## src/rtl/approx_err_pkg.sv

```systemverilog
// rtl/approx_err_pkg.sv - shared state encoding and default widths for the error monitor
package approx_err_pkg;

    typedef enum logic [1:0] {
        ST_IDLE  = 2'd0,
        ST_RUN   = 2'd1,
        ST_DRAIN = 2'd2,
        ST_DONE  = 2'd3
    } state_t;

    localparam int DEF_WIDTH = 8;
    localparam int DEF_CNT_W = 17;
    localparam int DEF_ACC_W = 26;

endpackage

```

## src/rtl/err_dist_unit.sv

```systemverilog
// rtl/err_dist_unit.sv - combinational exact-sum recompute and error distance for one sample
module err_dist_unit
    import approx_err_pkg::*;
#(
    parameter int WIDTH = DEF_WIDTH
) (
    input  logic [WIDTH-1:0]        a,
    input  logic [WIDTH-1:0]        b,
    input  logic                    cin,
    input  logic [WIDTH:0]          s_approx,
    output logic signed [WIDTH+1:0] ed,
    output logic [WIDTH:0]          abs_ed,
    output logic                    mismatch
);

    logic [WIDTH:0] exact;

    // Exact sum keeps the carry-out, so it never truncates.
    assign exact    = {1'b0, a} + {1'b0, b} + {{WIDTH{1'b0}}, cin};
    assign ed       = $signed({1'b0, s_approx}) - $signed({1'b0, exact});
    assign abs_ed   = (s_approx >= exact) ? (s_approx - exact) : (exact - s_approx);
    assign mismatch = (s_approx != exact);

endmodule

```

## src/rtl/approx_adder_error_monitor.sv

```systemverilog
// rtl/approx_adder_error_monitor.sv - accumulates error metrics of an approximate adder over a run
module approx_adder_error_monitor
    import approx_err_pkg::*;
#(
    parameter int WIDTH = DEF_WIDTH,
    parameter int CNT_W = DEF_CNT_W,
    parameter int ACC_W = DEF_ACC_W
) (
    input  logic             clk,
    input  logic             rst_n,
    input  logic             start,
    input  logic [CNT_W-1:0] n_samples,
    input  logic             in_valid,
    output logic             in_ready,
    input  logic [WIDTH-1:0] a,
    input  logic [WIDTH-1:0] b,
    input  logic             cin,
    input  logic [WIDTH:0]   s_approx,
    output logic             busy,
    output logic             done,
    output logic [CNT_W-1:0] err_count,
    output logic [ACC_W-1:0] sum_abs_err,
    output logic [ACC_W:0]   sum_sgn_err,
    output logic [WIDTH:0]   max_abs_err,
    output logic [WIDTH-1:0] max_err_a,
    output logic [WIDTH-1:0] max_err_b
);

    state_t state, state_next;

    logic             start_ok;
    logic             xfer;
    logic             last_xfer;
    logic [CNT_W-1:0] sample_cnt;
    logic [CNT_W-1:0] n_lat;

    logic             s1_valid, s2_valid;
    logic [WIDTH-1:0] s1_a, s1_b, s2_a, s2_b;
    logic             s1_cin, s2_cin;
    logic [WIDTH:0]   s1_s, s2_s;

    logic signed [WIDTH+1:0] s2_ed;
    logic [WIDTH:0]          s2_abs;
    logic                    s2_mismatch;
    logic [ACC_W:0]          abs_sum_next;

    assign start_ok  = start && ((state == ST_IDLE) || (state == ST_DONE));
    assign in_ready  = (state == ST_RUN);
    assign xfer      = in_valid && in_ready;
    assign last_xfer = xfer && (sample_cnt == n_lat - CNT_W'(1));
    assign busy      = (state == ST_RUN) || (state == ST_DRAIN);
    assign done      = (state == ST_DONE);

    always_ff @(posedge clk or negedge rst_n) begin
        if (!rst_n) begin
            state <= ST_IDLE;
        end else begin
            state <= state_next;
        end
    end

    always_comb begin
        state_next = state;
        case (state)
            ST_IDLE, ST_DONE: begin
                if (start_ok) begin
                    state_next = (n_samples == '0) ? ST_DONE : ST_RUN;
                end
            end
            ST_RUN: begin
                if (last_xfer) begin
                    state_next = ST_DRAIN;
                end
            end
            // No transfers happen in DRAIN, so once S1 is empty this edge also empties S2.
            ST_DRAIN: begin
                if (!s1_valid) begin
                    state_next = ST_DONE;
                end
            end
            default: state_next = ST_IDLE;
        endcase
    end

    always_ff @(posedge clk or negedge rst_n) begin
        if (!rst_n) begin
            s1_valid <= 1'b0;
            s1_a     <= '0;
            s1_b     <= '0;
            s1_cin   <= 1'b0;
            s1_s     <= '0;
            s2_valid <= 1'b0;
            s2_a     <= '0;
            s2_b     <= '0;
            s2_cin   <= 1'b0;
            s2_s     <= '0;
        end else if (start_ok) begin
            s1_valid <= 1'b0;
            s2_valid <= 1'b0;
        end else begin
            s1_valid <= xfer;
            if (xfer) begin
                s1_a   <= a;
                s1_b   <= b;
                s1_cin <= cin;
                s1_s   <= s_approx;
            end
            s2_valid <= s1_valid;
            if (s1_valid) begin
                s2_a   <= s1_a;
                s2_b   <= s1_b;
                s2_cin <= s1_cin;
                s2_s   <= s1_s;
            end
        end
    end

    err_dist_unit #(
        .WIDTH(WIDTH)
    ) u_dist (
        .a        (s2_a),
        .b        (s2_b),
        .cin      (s2_cin),
        .s_approx (s2_s),
        .ed       (s2_ed),
        .abs_ed   (s2_abs),
        .mismatch (s2_mismatch)
    );

    // One extra headroom bit exposes the carry that triggers saturation.
    assign abs_sum_next = {1'b0, sum_abs_err} + {{(ACC_W-WIDTH){1'b0}}, s2_abs};

    always_ff @(posedge clk or negedge rst_n) begin
        if (!rst_n) begin
            sample_cnt  <= '0;
            n_lat       <= '0;
            err_count   <= '0;
            sum_abs_err <= '0;
            sum_sgn_err <= '0;
            max_abs_err <= '0;
            max_err_a   <= '0;
            max_err_b   <= '0;
        end else if (start_ok) begin
            sample_cnt  <= '0;
            n_lat       <= n_samples;
            err_count   <= '0;
            sum_abs_err <= '0;
            sum_sgn_err <= '0;
            max_abs_err <= '0;
            max_err_a   <= '0;
            max_err_b   <= '0;
        end else begin
            if (xfer) begin
                sample_cnt <= sample_cnt + CNT_W'(1);
            end
            if (s2_valid) begin
                if (s2_mismatch) begin
                    err_count <= err_count + CNT_W'(1);
                end
                sum_abs_err <= abs_sum_next[ACC_W] ? '1 : abs_sum_next[ACC_W-1:0];
                sum_sgn_err <= sum_sgn_err + {{(ACC_W-WIDTH-1){s2_ed[WIDTH+1]}}, s2_ed};
                // Strict compare: ties keep the operands of the first occurrence.
                if (s2_abs > max_abs_err) begin
                    max_abs_err <= s2_abs;
                    max_err_a   <= s2_a;
                    max_err_b   <= s2_b;
                end
            end
        end
    end

endmodule

```

## config.mk

```make
export PLATFORM = sky130hd
export DESIGN_NAME = approx_adder_error_monitor
export DESIGN_NICKNAME = d
export VERILOG_FILES = /design/src/rtl/approx_err_pkg.sv /design/src/rtl/err_dist_unit.sv /design/src/rtl/approx_adder_error_monitor.sv
export SDC_FILE = /design/constraint.sdc
export NUM_CORES = 1
export LEC_CHECK = 0
export ABC_CLOCK_PERIOD_IN_PS = 8800
export BUFFER_PORTS_ARGS = -buffer_cell sky130_fd_sc_hd__buf_2
export CAP_MARGIN = 10
export CORE_MARGIN = 5
export CORE_UTILIZATION = 39
export DETAILED_ROUTE_END_ITERATION = 7
export PLACE_DENSITY = 0.63
export SYNTH_ARGS = -nofsm -noshare
export SYNTH_HDL_FRONTEND = slang
export SYNTH_SLANG_ARGS = --single-unit
```

## constraint.sdc

```tcl
create_clock -name clk -period 8.8 [get_ports clk]
set_clock_uncertainty 0.2 [all_clocks]
set_input_delay 0.44 -clock clk [delete_from_list [all_inputs] [get_ports clk]]
set_output_delay 0.44 -clock clk [all_outputs]
set_load 0.1 [all_outputs]
```

==> Yosys cells after proc, flatten, opt, wreduce, memory -nomap -nowiden <==
Index checks and enable logic that the tools add are counted.
{ "classes": {"reduce_logical": 17, "n_eq_ne": 8, "mux": 27, "bitwise": 1, "n_addsub": 10, "order_cmp": 2} }
{ "ops": {"columns": ["operator", "n"], "rows": [
  ["two-way mux 17 bit", 5],
  ["two-way mux 26 bit", 3],
  ["two-way mux 27 bit", 2],
  ["two-way mux 8 bit", 6],
  ["two-way mux 9 bit", 4],
  ["adder 17 x 1 -> 17 bit, second input constant", 2],
  ["adder 26 x 9 -> 27 bit", 1],
  ["adder 27 bit", 1],
  ["subtractor 9 bit", 2],
  ["== test 17 bit", 1],
  ["logical NOT 17 bit", 1],
  ["subtractor 17 x 1 -> 17 bit, second input constant", 1],
  ["subtractor 9 x 9 -> 10 bit", 1],
  ["adder 8 x 8 -> 9 bit", 1],
  ["adder 9 x 1 -> 9 bit", 1],
  [">= comparator 9 bit", 1],
  ["greater-than comparator 9 bit", 1],
  ["inequality test 9 bit", 1],
  ["two-way mux 2 bit", 4],
  ["AND reduction 2 bit", 4],
  ["nonzero test 2 bit", 4],
  ["one-hot mux 2 bit (3 select lines)", 1],
  ["== test 2 bit, second input constant", 2],
  ["inequality test 2 bit, second input constant", 2],
  ["9 further kinds", 13]
]} }
{ "totals": {"wordCells": 84, "out_inout_bits": 98, "ff_bits": 185, "input_bits": 47} }

==> Depth between registers and ports, before layout <==
{ "logic_depth": {"ltp_word": 8, "depth_mapped": 26} }

==> Cells and area by module <==
From an unflattened synthesis, not the netlist that was laid out.
{ "unflattened": {"cells_unflattened": 1198, "hier_area_um2": 11522.3} }
{ "modules_own_cells": {"columns": ["module", "seq_area_each_um2", "n_inst", "area_each_um2", "cells_each"], "rows": [
  ["approx_adder_error_monitor", 4629.4, 1, 10269.8, 1041],
  ["err_dist_unit", 0.0, 1, 1252.5, 157]
]} }

==> Worst setup path after synthesis <==
No wires, ideal clock.
{ "synth_timing": {"path_kind": "reg-to-reg", "from": "register s2_a[0]", "to": "register sum_sgn_err[26]", "period_less_slack_ns": 5.897, "setup_time_ns": 0.139, "slack_ns": 2.903, "t_arrival_ns": 5.558, "stages_incl_launch_ff": 22, "path_cell_list": "dfrtp_1 > fa_1 > a21o_1 > a21oi_1 > o21bai_1 > a21oi_1 > o21ai_0 > xor2_1 > ha_1 > clkbuf_1 > and2_1 > o21ai_0 > nand2_1 > nor2_1 > ha_1 > clkbuf_1 > a21o_1 > nor4_1 > a21oi_1 > a211oi_1 > mux2i_1 > or4_1"} }
{ "synth_between": {"elab_chain_len": 6} }
{ "synth_rtl": {"columns": ["item", "line_no", "source"], "rows": [
  ["start: declaration", "approx_adder_error_monitor.sv:38", "logic [WIDTH-1:0] s1_a, s1_b, s2_a, s2_b;"],
  ["start signal: assignment", "approx_adder_error_monitor.sv:93", "s2_a <= '0;"],
  ["start signal: assignment", "approx_adder_error_monitor.sv:110", "s2_a <= s1_a;"],
  ["adder 8 x 8 -> 9 bit", "err_dist_unit.sv:19", "assign exact = {1'b0, a} + {1'b0, b} + {{WIDTH{1'b0}}, cin};"],
  ["adder 9 x 1 -> 9 bit", "err_dist_unit.sv:19", null],
  ["subtractor 9 x 9 -> 10 bit", "err_dist_unit.sv:20", "assign ed = $signed({1'b0, s_approx}) - $signed({1'b0, exact});"],
  ["adder 27 bit", "approx_adder_error_monitor.sv:161", "sum_sgn_err <= sum_sgn_err + {{(ACC_W-WIDTH-1){s2_ed[WIDTH+1]}}, s2_ed};"],
  ["two-way mux 27 bit", "approx_adder_error_monitor.sv:156", "if (s2_valid) begin"],
  ["two-way mux 27 bit", "approx_adder_error_monitor.sv:143", "end else if (start_ok) begin"],
  ["end signal: assignment", "approx_adder_error_monitor.sv:161", null],
  ["end: declaration", "approx_adder_error_monitor.sv:23", "output logic [ACC_W:0] sum_sgn_err,"]
]} }
No other way between the ends. The select of a mux whose other input is x is not followed.
A chain may end at the register's enable or synchronous reset.

==> Worst setup path after layout <==
{ "layout_timing": {"from": "register s2_a[0]", "to": "register sum_abs_err[23]"} }
{ "layout_between": {"elab_chain_len": 8, "elab_cells_between_ends": 10, "cone_classes": "add/sub: 5; order compare: 1; mux: 4"} }
{ "layout_rtl": {"columns": ["item", "line_no", "source"], "rows": [
  ["adder 8 x 8 -> 9 bit (*)", "err_dist_unit.sv:19", null],
  ["adder 9 x 1 -> 9 bit (*)", "err_dist_unit.sv:19", null],
  ["subtractor 9 bit / >= comparator 9 bit (equally long branches)", "err_dist_unit.sv:21", "assign abs_ed = (s_approx >= exact) ? (s_approx - exact) : (exact - s_approx);"],
  ["two-way mux 9 bit (*)", "err_dist_unit.sv:21", null],
  ["adder 26 x 9 -> 27 bit (*)", "approx_adder_error_monitor.sv:131", "assign abs_sum_next = {1'b0, sum_abs_err} + {{(ACC_W-WIDTH){1'b0}}, s2_abs};"],
  ["two-way mux 26 bit (*)", "approx_adder_error_monitor.sv:160", "sum_abs_err <= abs_sum_next[ACC_W] ? '1 : abs_sum_next[ACC_W-1:0];"],
  ["two-way mux 26 bit (*)", "approx_adder_error_monitor.sv:156", null],
  ["two-way mux 26 bit (*)", "approx_adder_error_monitor.sv:143", null],
  ["end signal: assignment", "approx_adder_error_monitor.sv:160", null],
  ["end: declaration", "approx_adder_error_monitor.sv:22", "output logic [ACC_W-1:0] sum_abs_err,"]
]} }
Mark *: on every way between the ends. The rest lies on a longest branch, timed or not. The select of a mux whose other input is x is not followed.

==> metrics <==
Slew Viols, Final 0; Top FF cell, synth dfrtp_1; detailed placement HPWL 21800 um; vias per std cell between 5 and 6; number of DRC markers in iteration 0 550; GR Overflow Total 0; Max Cap Viol 0; WP buf/inv 2; Synth Area per Inst a little over 9 um2; slew of the pin with the lowest slew margin between 1000 and 1500 ps; router iterations before antenna repair 5; RSZ-0062 raised after global routing false; most used cell, CP a21o_1; Final Net Count 1501; Yosys top cell by area dfrtp_1; delay-heaviest family, CP compound AO/OA/AOI/OAI gates; relative slew slack 0.280; sequential-to-total area share from yosys stat 0.400; CTS H-tree depth 4; Initial Util 0.392; GRT Total Usage 0.182; share of the synthesized area in the top cell type 0.400; first-pass GRT wire length 49300 um; crit-path cells fa_1, inv_1, fa_1, inv_1, a21oi_1, o21bai_1, a21o_1, a21o_1, xor2_1, ha_1, and2_1, a211o_1, o21ai_0, nand2_1, mux2_2, ha_1, a21o_1, a21oi_1, o32a_1, a211oi_1, and3_1, nor2_1, a311oi_1; Syn Inst Count approximately 1200; fillers around 2900; worst skew pair latency 450 ps; routed wl met2 13900 um; Critical Path Sink Type register; TNS Setup 0 ps; metal3 WL 1650 um; detailed-route wire length 30000 um; period utilisation layout 0.749; CORE AREA 29500 um2; Syn Std Cell Area 11600 um2; Post-CTS Resized 0; async set or reset register ratio after synthesis 1.00; clock sinks ~190; CTS tree yes; Reg clk slew, reported paths ~80 ps; hold crit path type in2reg; f_max 0.152 GHz; critical path type reg2reg; share of layout cells above drive strength 1 0.183; Mapped Nets 1376; Data arrival, critical path roughly 6700 ps; via count 9646; Syn-to-layout area delta 15.0%; Post-synth EDFFs 0; vias in the first global route 9439; Synth area leaders dfrtp_1, ha_1, nand2_1; Port Buffers roughly 140; n_diodes 0; uppermost layer routed met5; Placer Congestion roughly 0.89; most common library cells after synthesis dfrtp_1, nand2_1, nor2_1; Routed Antenna Nets 0; Setup Viol. Count Final 0; area of the multi-input gates 6460 um2; Die W 182 um; Post-CTS Setup Repair Bufs 0; Rows 63; Sequential Area 4630 um2; Setup crit start kind register; Worst path slowest cell a211oi_1; synthesis-stage register bit count 185; Tmin final 6590 ps; Yosys cell types between 70 and 80; WP data required 8940 ps; status finished, final reports clean; initial antenna violation count 1; CTS root buffer clkbuf_16; Inserted Clock Buffers 17; DR WL/cell 16.9 um; slowest stage delay, CP 870 ps; crit-path max FO 10; largest net degree at the start of global routing a little over 100; final hold violation count 0; CTS Buffer Depth 2; Synthesis Warnings 0; cell with the most instances after synthesis dfrtp_1; DRC viols 0; I/O pins 145; chip height 182 um; die area 33200 um2; M1 WL between 10000 and 15000 um
==> worst paths after layout <==
kind,from,endpoint,slack [ps],cells after the start
setup reg to reg,s2_a[0]$_DFFE_PN0P_,sum_abs_err[23]$_DFFE_PN0P_,2210,23
hold reg to reg,s1_s[1]$_DFFE_PN0P_,s2_s[1]$_DFFE_PN0P_,280,2
setup / recovery,s2_a[0]$_DFFE_PN0P_,sum_abs_err[23]$_DFFE_PN0P_,2210,23
hold / removal,n_samples[14],n_lat[14]$_DFFE_PN0P_,10,3
min in group asynchronous,rst_n,sum_sgn_err[2]$_DFFE_PN0P_,390,2
max in group asynchronous,rst_n,s2_s[5]$_DFFE_PN0P_,6440,3
==> sequential cells by signal, summed over array words and instances, names as in the netlist <==
register / flops
sum_sgn_err: 27
sum_abs_err: 26
err_count: 17
n_lat: 17
sample_cnt: 17
max_abs_err: 9
s1_s: 9
s2_s: 9
max_err_a: 8
max_err_b: 8
s1_a: 8
s1_b: 8
s2_a: 8
s2_b: 8
state: 2
s1_cin: 1
s1_valid: 1
s2_cin: 1
s2_valid: 1
==> repair_timing <==
| item | 4_1_cts | 5_1_grt |
|---|---|---|
| endpoints found under the hold margin | 104 | 0 |
| endpoints found under the setup margin | 0 | 0 |
| hold buffers | 5 | 0 |
==> routing by layer <==
layer,vias to the layer above,GRT usage
li1,4716,-
met1,4638,0.250
met2,250,0.291
met3,40,0.0369
met4,2,0.0543
met5,-,0
==> logic make-up (layout without fill, tap and decap cells) <==
logic type | count (synthesis) | after routing | synth area share
muxes | 64 | 64 | 0.0608
xor gates and xnor gates | 87 | 87 | 0.0659
buffers and inverters | 119 | 257 | 0.0413
DFF | 185 | 185 | 0.400
adders and majority gates | 82 | 82 | 0.0927
and+or+nand+nor | 411 | 411 | 0.172
AOI/OAI and AO/OA | 299 | 299 | 0.167
==> cells in the final DEF (no fill, tap or decap), drive strengths merged, types with 5 or more instances in the layout <==
cell type | synthesis | layout
and3 | 18 | 18
dfrtp | 185 | 185
or2 | 5 | 5
o21ai | 75 | 75
xor2 | 43 | 43
mux2 | 47 | 47
and2 | 10 | 10
nor4 | 10 | 10
inv | 66 | 73
nand4 | 22 | 22
a21o | 17 | 17
nor2 | 83 | 83
nor3 | 28 | 28
fa | 6 | 6
o21bai | 6 | 6
nand2 | 155 | 155
or3 | 10 | 10
o21a | 14 | 14
mux2i | 17 | 17
nand3 | 29 | 29
a31oi | 28 | 28
a211o | 5 | 5
ha | 76 | 76
a211oi | 21 | 21
a21oi | 76 | 76
clkbuf | 40 | 18
and4 | 9 | 9
xnor2 | 44 | 44
a311oi | 6 | 6
buf | 13 | 153
nor2b | 12 | 12
dlygate4sd3 | 0 | 5
==> stage by stage <==
stage	cell area (um2)	util	cells	worst slack (ps)	hold slack, ps
final	13300	0.451	1775	2210	13.0
after detailed placement	12600	0.429	1738	2300	267
after floorplan	11600	-	1247	2900	-55.6
after CTS	13300	0.451	1775	2260	1.07
after global routing	13300	0.451	1775	1720	6.68
after global placement	12600	0.429	1738	2380	266
==> worst min-delay path, delay by kind of cell <==
family	cells	cell delay, ps
buffers and inverters	1	100
and+or+nand+nor	2	100
==> area by class of cell <==
type | instances | area share
clock buffers | 17 | 0.0320
clock inverters | 15 | 0.0138
inverters | 66 | 0.0186
multi-input cells | 943 | 0.486
flip-flops and latches | 185 | 0.348
well taps | 390 | 0.0367
repair buffers | 159 | 0.0643
Power is left out: the tool's default activity adds up to more than one toggle a clock period on the data nets, which glitch-free logic cannot reach.
